File: src/rtl/scale_divider.sv
// rtl/scale_divider.sv - lock-step dual restoring divider mapping scaled products to pixel coordinates
// Both channels share one FSM and counter; outputs are saturated to XW/YW bits and held until the next result.
module scale_divider #(
   parameter int PW = 22,
   parameter int DW = 11,
   parameter int XW = 11,
   parameter int YW = 10
) (
   input  logic          clk,
   input  logic          reset,
   input  logic          start,
   input  logic [PW-1:0] x_prod,
   input  logic [PW-1:0] y_prod,
   input  logic [DW-1:0] x_div,
   input  logic [DW-1:0] y_div,
   output logic          busy,
   output logic          done,
   output logic [XW-1:0] x_q,
   output logic [YW-1:0] y_q,
   output logic          sat,
   output logic          div0
);

   localparam int CW = (PW > 1) ? $clog2(PW) : 1;

   typedef enum logic [1:0] {
      IDLE,
      RUN,
      DONE
   } state_t;

   state_t        state;
   state_t        state_nxt;
   logic          load;
   logic          step;
   logic          finish;

   logic [CW-1:0] count;

   // Dividend registers double as quotient registers: each step shifts one
   // dividend bit out of the top and one quotient bit in at the bottom.
   logic [PW-1:0] x_dvd;
   logic [PW-1:0] y_dvd;
   logic [DW-1:0] x_dsr;
   logic [DW-1:0] y_dsr;
   logic [DW:0]   x_rem;
   logic [DW:0]   y_rem;

   logic [DW:0]   x_shift;
   logic [DW:0]   y_shift;
   logic [DW+1:0] x_trial;
   logic [DW+1:0] y_trial;
   logic          x_bit;
   logic          y_bit;
   logic [DW:0]   x_rem_nxt;
   logic [DW:0]   y_rem_nxt;

   logic          x_zero;
   logic          y_zero;
   logic          x_ovf;
   logic          y_ovf;
   logic [XW-1:0] x_q_nxt;
   logic [YW-1:0] y_q_nxt;

   always_comb begin
      x_shift   = {x_rem[DW-1:0], x_dvd[PW-1]};
      y_shift   = {y_rem[DW-1:0], y_dvd[PW-1]};
      x_trial   = {1'b0, x_shift} - {2'b00, x_dsr};
      y_trial   = {1'b0, y_shift} - {2'b00, y_dsr};
      x_bit     = ~x_trial[DW+1];
      y_bit     = ~y_trial[DW+1];
      x_rem_nxt = x_bit ? x_trial[DW:0] : x_shift;
      y_rem_nxt = y_bit ? y_trial[DW:0] : y_shift;
   end

   always_comb begin
      x_zero  = (x_dsr == '0);
      y_zero  = (y_dsr == '0);
      x_ovf   = |x_dvd[PW-1:XW];
      y_ovf   = |y_dvd[PW-1:YW];
      x_q_nxt = (x_zero || x_ovf) ? '1 : x_dvd[XW-1:0];
      y_q_nxt = (y_zero || y_ovf) ? '1 : y_dvd[YW-1:0];
   end

   always_comb begin
      state_nxt = state;
      load      = 1'b0;
      step      = 1'b0;
      finish    = 1'b0;
      case (state)
         IDLE: begin
            if (start) begin
               load      = 1'b1;
               state_nxt = RUN;
            end
         end
         RUN: begin
            step = 1'b1;
            if (count == '0) begin
               state_nxt = DONE;
            end
         end
         DONE: begin
            finish    = 1'b1;
            state_nxt = IDLE;
         end
         default: state_nxt = IDLE;
      endcase
   end

   always_ff @(posedge clk) begin
      if (reset) begin
         state <= IDLE;
      end else begin
         state <= state_nxt;
      end
   end

   always_ff @(posedge clk) begin
      if (reset) begin
         count <= '0;
         x_dvd <= '0;
         y_dvd <= '0;
         x_dsr <= '0;
         y_dsr <= '0;
         x_rem <= '0;
         y_rem <= '0;
      end else if (load) begin
         count <= CW'(PW - 1);
         x_dvd <= x_prod;
         y_dvd <= y_prod;
         x_dsr <= x_div;
         y_dsr <= y_div;
         x_rem <= '0;
         y_rem <= '0;
      end else if (step) begin
         count <= count - 1'b1;
         x_dvd <= {x_dvd[PW-2:0], x_bit};
         y_dvd <= {y_dvd[PW-2:0], y_bit};
         x_rem <= x_rem_nxt;
         y_rem <= y_rem_nxt;
      end
   end

   // busy is registered so it spans the cycle after acceptance through the done cycle.
   always_ff @(posedge clk) begin
      if (reset) begin
         busy <= 1'b0;
         done <= 1'b0;
         x_q  <= '0;
         y_q  <= '0;
         sat  <= 1'b0;
         div0 <= 1'b0;
      end else begin
         busy <= (state != IDLE);
         done <= finish;
         if (finish) begin
            x_q  <= x_q_nxt;
            y_q  <= y_q_nxt;
            sat  <= (x_ovf && !x_zero) || (y_ovf && !y_zero);
            div0 <= x_zero || y_zero;
         end
      end
   end

endmodule

File: config.mk
export PLATFORM = sky130hd
export DESIGN_NAME = scale_divider
export DESIGN_NICKNAME = d
export VERILOG_FILES = /design/src/rtl/scale_divider.sv
export SDC_FILE = /design/constraint.sdc
export NUM_CORES = 1
export LEC_CHECK = 0
export BUFFER_PORTS_ARGS = -buffer_cell sky130_fd_sc_hd__clkbuf_2
export CELL_PAD_IN_SITES_DETAIL_PLACEMENT = 1
export CELL_PAD_IN_SITES_GLOBAL_PLACEMENT = 2
export CORE_MARGIN = 2
export CORE_UTILIZATION = 33
export DETAILED_ROUTE_END_ITERATION = 8
export GPL_ROUTABILITY_DRIVEN = 0
export PLACE_DENSITY_LB_ADDON = 0.1
export SLEW_MARGIN = 20
export SYNTH_ARGS = -nofsm -noshare
export SYNTH_HDL_FRONTEND = slang
export SYNTH_SLANG_ARGS = --single-unit
File: constraint.sdc
create_clock -name clk -period 2.9 [get_ports clk]
set_input_delay 0.725 -clock clk [delete_from_list [all_inputs] [get_ports clk]]
set_output_delay 0.725 -clock clk [all_outputs]
set_load 0.1 [all_outputs]
# Word level (Yosys, flattened, before mapping)
# Cells that the tools add are included.
[totals]
ff_bits = 120
input_bits = 69
out_inout_bits = 25
elab_cells = 59
[classes]
n_addsub = 3
eq_ne = 4
mux = 17
bitwise_logic = 2
reduce_logical = 18
[op_table]
columns = ["cell", "count"]
rows = [
  ["22-bit two-way mux", 4],
  ["11-bit two-way mux", 3],
  ["12-bit by 11-bit subtractor with 13-bit output", 2],
  ["11-bit zero test", 2],
  ["12-bit OR reduction", 1],
  ["11-bit OR reduction", 1],
  ["10-bit two-way mux", 1],
  ["5-bit two-way mux", 2],
  ["5-bit zero test", 1],
  ["5-bit by 1-bit subtractor with 5-bit output, second input constant", 1],
  ["1-bit logical OR", 4],
  ["1-bit two-way mux", 4],
  ["2-bit two-way mux", 2],
  ["2-bit inequality test, second input constant", 2],
  ["2-bit one-hot mux with 2 select lines", 1],
  ["2-bit nonzero test", 2],
  ["2-bit by 1-bit == test with 1-bit output, second input constant", 1],
  ["2-bit == test, second input constant", 1],
  ["1-bit logical AND", 2],
  ["1-bit zero test", 2],
  ["2-bit zero test", 1],
  ["1-bit inverter", 2],
  ["2-bit AND reduction", 1],
  ["2-bit OR reduction", 1],
]

# Logic depth before layout (Yosys ltp)
[depth]
word_depth = 4
depth_mapped = 10
depth_no_buf = 9

# Worst setup path before layout
# OpenSTA, ideal clock, no wires.
[synth_timing]
path_type = "reg-to-reg"
start = "register y_dvd[21]"
end = "register y_rem[0]"
setup_ns = 0.095
arrival_ns = 2.179
required_time_ns = 2.805
path_slack_ns = 0.626
path_stages_with_launch = 10
path_cell_list = "dfxtp_1 -> inv_1 -> ha_1 -> fa_1 -> nand2b_1 -> a21o_1 -> a21oi_4 -> a41oi_4 -> or4_1 -> o311ai_1"
[synth_between]
elab_chain_cells = 2
[synth_rtl]
columns = ["element", "line", "source"]
rows = [
  ["from (decl)", "43", "logic [PW-1:0] y_dvd;"],
  ["from (signal assigned)", "131", "y_dvd <= y_prod;"],
  ["from (signal assigned)", "139", "y_dvd <= {y_dvd[PW-2:0], y_bit};"],
  ["12-bit by 11-bit subtractor with 13-bit output", "69", "y_trial = {1'b0, y_shift} - {2'b00, y_dsr};"],
  ["11-bit two-way mux *", "73", "y_rem_nxt = y_bit ? y_trial[DW:0] : y_shift;"],
  ["to (signal assigned)", "141", "y_rem <= y_rem_nxt;"],
  ["to (decl)", "47", "logic [DW:0] y_rem;"],
]
# Every way passes the cells marked *; elsewhere a longest branch is shown, timed or not.
# A chain may end at the register's enable or synchronous reset.

# Worst setup path after layout
[layout_timing]
start = "register x_dvd[21]"
end = "register x_rem[3]"
[layout_between]
elab_chain_cells = 2
[layout_rtl]
columns = ["element", "line", "source"]
rows = [
  ["from (decl)", "42", "logic [PW-1:0] x_dvd;"],
  ["from (signal assigned)", "130", "x_dvd <= x_prod;"],
  ["from (signal assigned)", "138", "x_dvd <= {x_dvd[PW-2:0], x_bit};"],
  ["12-bit by 11-bit subtractor with 13-bit output", "68", "x_trial = {1'b0, x_shift} - {2'b00, x_dsr};"],
  ["11-bit two-way mux", "72", "x_rem_nxt = x_bit ? x_trial[DW:0] : x_shift;"],
  ["to (signal assigned)", "140", "x_rem <= x_rem_nxt;"],
  ["to (decl)", "46", "logic [DW:0] x_rem;"],
]
# Every way passes these cells.

==> impl_metrics.py <==
metrics = {
    "detailed_routing": {
        "ant_nets": 0,
        "vias": 5330,
        "wirelength_microns": 17200,
        "vias_per_cell": 5.241,
        "routedWlPerCell_microns": 16.91,
        "dr.pass1.iters": 4,
        "drc_errors": 0,
        "drtIter0Drc": 234,
    },
    "sta": {
        "fin_skew_ns": 0.006382,
        "drv_slew": 0,
        "fin_crit_ns": 2.686,
        "final.setup.tns_ns": 0,
        "setup_ws_ns": 0.2144,
        "fmax_ghz": 0.3724,
        "finalSetupViolCount": 0,
        "rsz0062_at_grt": "no",
        "hold_violations": 0,
        "finalCritPeriodShare": 0.9261,
        "slew_headroom": 0.4231,
        "worstMarginPinSlew_ns": 0.8654,
    },
    "cts": {
        "postCtsHoldBufs": 0,
        "post_cts_buffers": 0,
        "cts_tree": "yes",
        "h-tree-depth": 4,
        "clock-root-buffer": "clkbuf_16",
        "cts.path.max_buffers": 2,
        "clock_latency_ns": 0.41,
        "cts_resized": 0,
        "clkTransAtPathRegs_ns": 0.06,
        "cts-buffers-inserted": 17,
        "clock_sinks": 120,
    },
    "placement": {
        "detailed_place_hpwl_microns": 12250,
        "post-place-ws_ns": 0.2202,
        "portBuffers": 93,
    },
    "setup_path": {
        "critPathLaunch": "x_dvd[21]",
        "critPathLaunchType": "flop",
        "required_ns": 3.17,
        "r2r_slack_ns": 0.21,
        "rr_endpoint": "x_rem[3]",
        "r2r_start": "x_dvd[21]",
        "crit_arrival_ns": 2.95,
        "critPathKind": "flop to flop",
        "crit_path_max_fanout": 10,
        "ff2ff_path_depth": 9,
        "cp-end-kind": "flop",
    },
    "synth": {
        "ys_seq_elements": 120,
        "ys_async_sr_fraction": 0,
        "syn_area_per_cell_sq_um": 8.208,
        "ys.flop_type": "dfxtp_1",
        "yosys_warnings": 0,
        "netlist_area_sq_um": 5771,
        "syn-num-nets": 797,
        "ys_seq_area_frac": 0.4163,
        "postSynthCellCount": 703,
        "synth_edf_count": 0,
        "yosysUniqueCellTypes": 47,
    },
    "global_routing": {
        "antenna_found_initial": 0,
        "grt_pass1_wl_microns": 28300,
        "overflow": 0,
        "grt.total_usage": 0.1953,
        "grt_start_max_net_pins": 81,
        "grt_pass1_vias": 5696,
    },
    "min_path": {
        "worstHoldPathCells": 1,
        "min-delay-path-class": "flop to flop",
        "hold_end": "state[1]",
        "hp-start": "count[4]",
    },
    "layout": {
        "layout_commonest_cell": "dfxtp_1",
        "multi_input_area_sq_um": 3072,
        "insertedDiodeCount": 0,
        "nFillCells": 2098,
        "finalNetCount": 874,
        "area_growth_pct": 20.71,
        "seq_area_sq_um": 2402,
        "final_cell_mix": "120 x dfxtp_1, 99 x nand2_1, 92 x clkbuf_2, 89 x a21oi_1, 63 x nor2_1",
        "fin_util": 0.4055,
        "final_layout_size_suffix_gt1_frac": 0.1856,
    },
    "floorplan": {
        "core.rowCount": 48,
        "fp.dieW_microns": 136.2,
        "ios": 94,
        "start_util": 0.3360,
        "die-area_sq_um": 18560,
        "die_h_microns": 136.2,
        "core_sq_um": 17180,
    },
    "job": {
        "drv_cap": 0,
    },
    "outcome": {
        "run_status": "complete, no violations",
    },
    "power_and_ir_drop": {
        "ir_worst_vdd_mv": 0.4460,
        "p_leak_nw": 2.822,
        "power_density_nw_per_um2": 732.9,
    },
}
how the worst max path moves through the flow:
stage               end  slack [ns]  cells after the start
3_5_place_dp   x_rem[3]        0.22                      9
5_1_grt        x_rem[6]        0.06                      9
6_report       x_rem[3]        0.21                      9
2_1_floorplan  y_rem[0]        0.63                      9
4_1_cts        x_rem[3]        0.18                      9
3_3_place_gp   x_rem[6]        0.34                      9
power by group:
| part | internal [W] | switching (W) |
|---|---|---|
| clock network | 0.00120 | 0.000813 |
| logic | 0.000458 | 0.000760 |
| registers | 0.00177 | 0.000102 |
| total | 0.00343 | 0.00168 |
metrics by stage:
stage / hold slack (ns) / instance area (sq um) / total power (W) / std cells
final: 0.4716 / 6965 / 0.005105 / 1017
after global routing: 0.4999 / 6965 / 0.005390 / 1017
after CTS: 0.4743 / 6965 / 0.005168 / 1017
after detailed placement: 0.4644 / 6401 / 0.003128 / 986
after global placement: 0.4492 / 6401 / 0.003102 / 986
after floorplan: 0.4378 / 5771 / 0.002826 / 703
state kept, by name, indices dropped and copies added (netlist names):
name / cells
done: 1
div0: 1
busy: 1
x_q: 11
sat: 1
count: 5
x_dvd: 22
y_dvd: 22
y_q: 10
y_dsr: 11
y_rem: 11
x_rem: 11
state: 2
x_dsr: 11
routing by layer:
layer	share of wire	up-vias	track usage
li1	-	2647	-
met1	0.46	2586	0.2407
met2	0.49	81	0.3319
met3	0.045	16	0.05667
met4	0.013	0	0.05382
met5	0	-	0
critical path, stage by stage, from the launching register on:
cell      delay, ns
dfxtp_1        0.40
inv_1          0.07
ha_1           0.22
fa_1           0.41
nand2b_1       0.19
a21o_1         0.22
a21oi_4        0.19
a41o_1         0.50
mux2i_1        0.25
a21oi_1        0.09
cell usage after synthesis (3+ instances only):
cell type	instances	area share
a211oi_1	6	0.0078
a21o_1	6	0.0078
a21oi_1	89	0.077
a22oi_1	44	0.057
a41oi_1	3	0.0046
and2_1	3	0.0033
and3_1	4	0.0043
buf_2	8	0.0069
buf_4	3	0.0039
clkbuf_1	33	0.021
dfxtp_1	120	0.42
ha_1	23	0.050
inv_1	26	0.017
mux2i_1	8	0.014
nand2_1	99	0.064
nand2b_1	10	0.011
nand3_1	17	0.015
nand4_1	12	0.013
nor2_1	63	0.041
nor2b_1	3	0.0033
nor3_1	28	0.024
nor4_1	10	0.011
o211ai_1	5	0.0065
o21a_1	7	0.0091
o21ai_0	15	0.013
o31ai_1	5	0.0065
or3_1	3	0.0033
or4_1	4	0.0052
xnor2_1	9	0.014
xor2_1	10	0.015
cell type report:
class	count	share of cell area
multi-input combinational	511	0.4410
sequential	120	0.3449
timing repair buffer	104	0.07868
clock buffer	18	0.06305
tap	225	0.04042
clock inverter	13	0.01796
inverter	26	0.01401
cells by family after synthesis:
kind of cell / count (synthesis) / share of synthesized area
XOR/XNOR: 19 / 0.02884
AO/OA/AOI/OAI: 196 / 0.2225
buffers and inverters: 72 / 0.05312
multiplexers: 8 / 0.01388
flip-flops: 120 / 0.4163
AND/OR/NAND/NOR: 263 / 0.2086
adder cells (fa/ha/maj): 25 / 0.05681
Power figures use the tool's default switching activity.
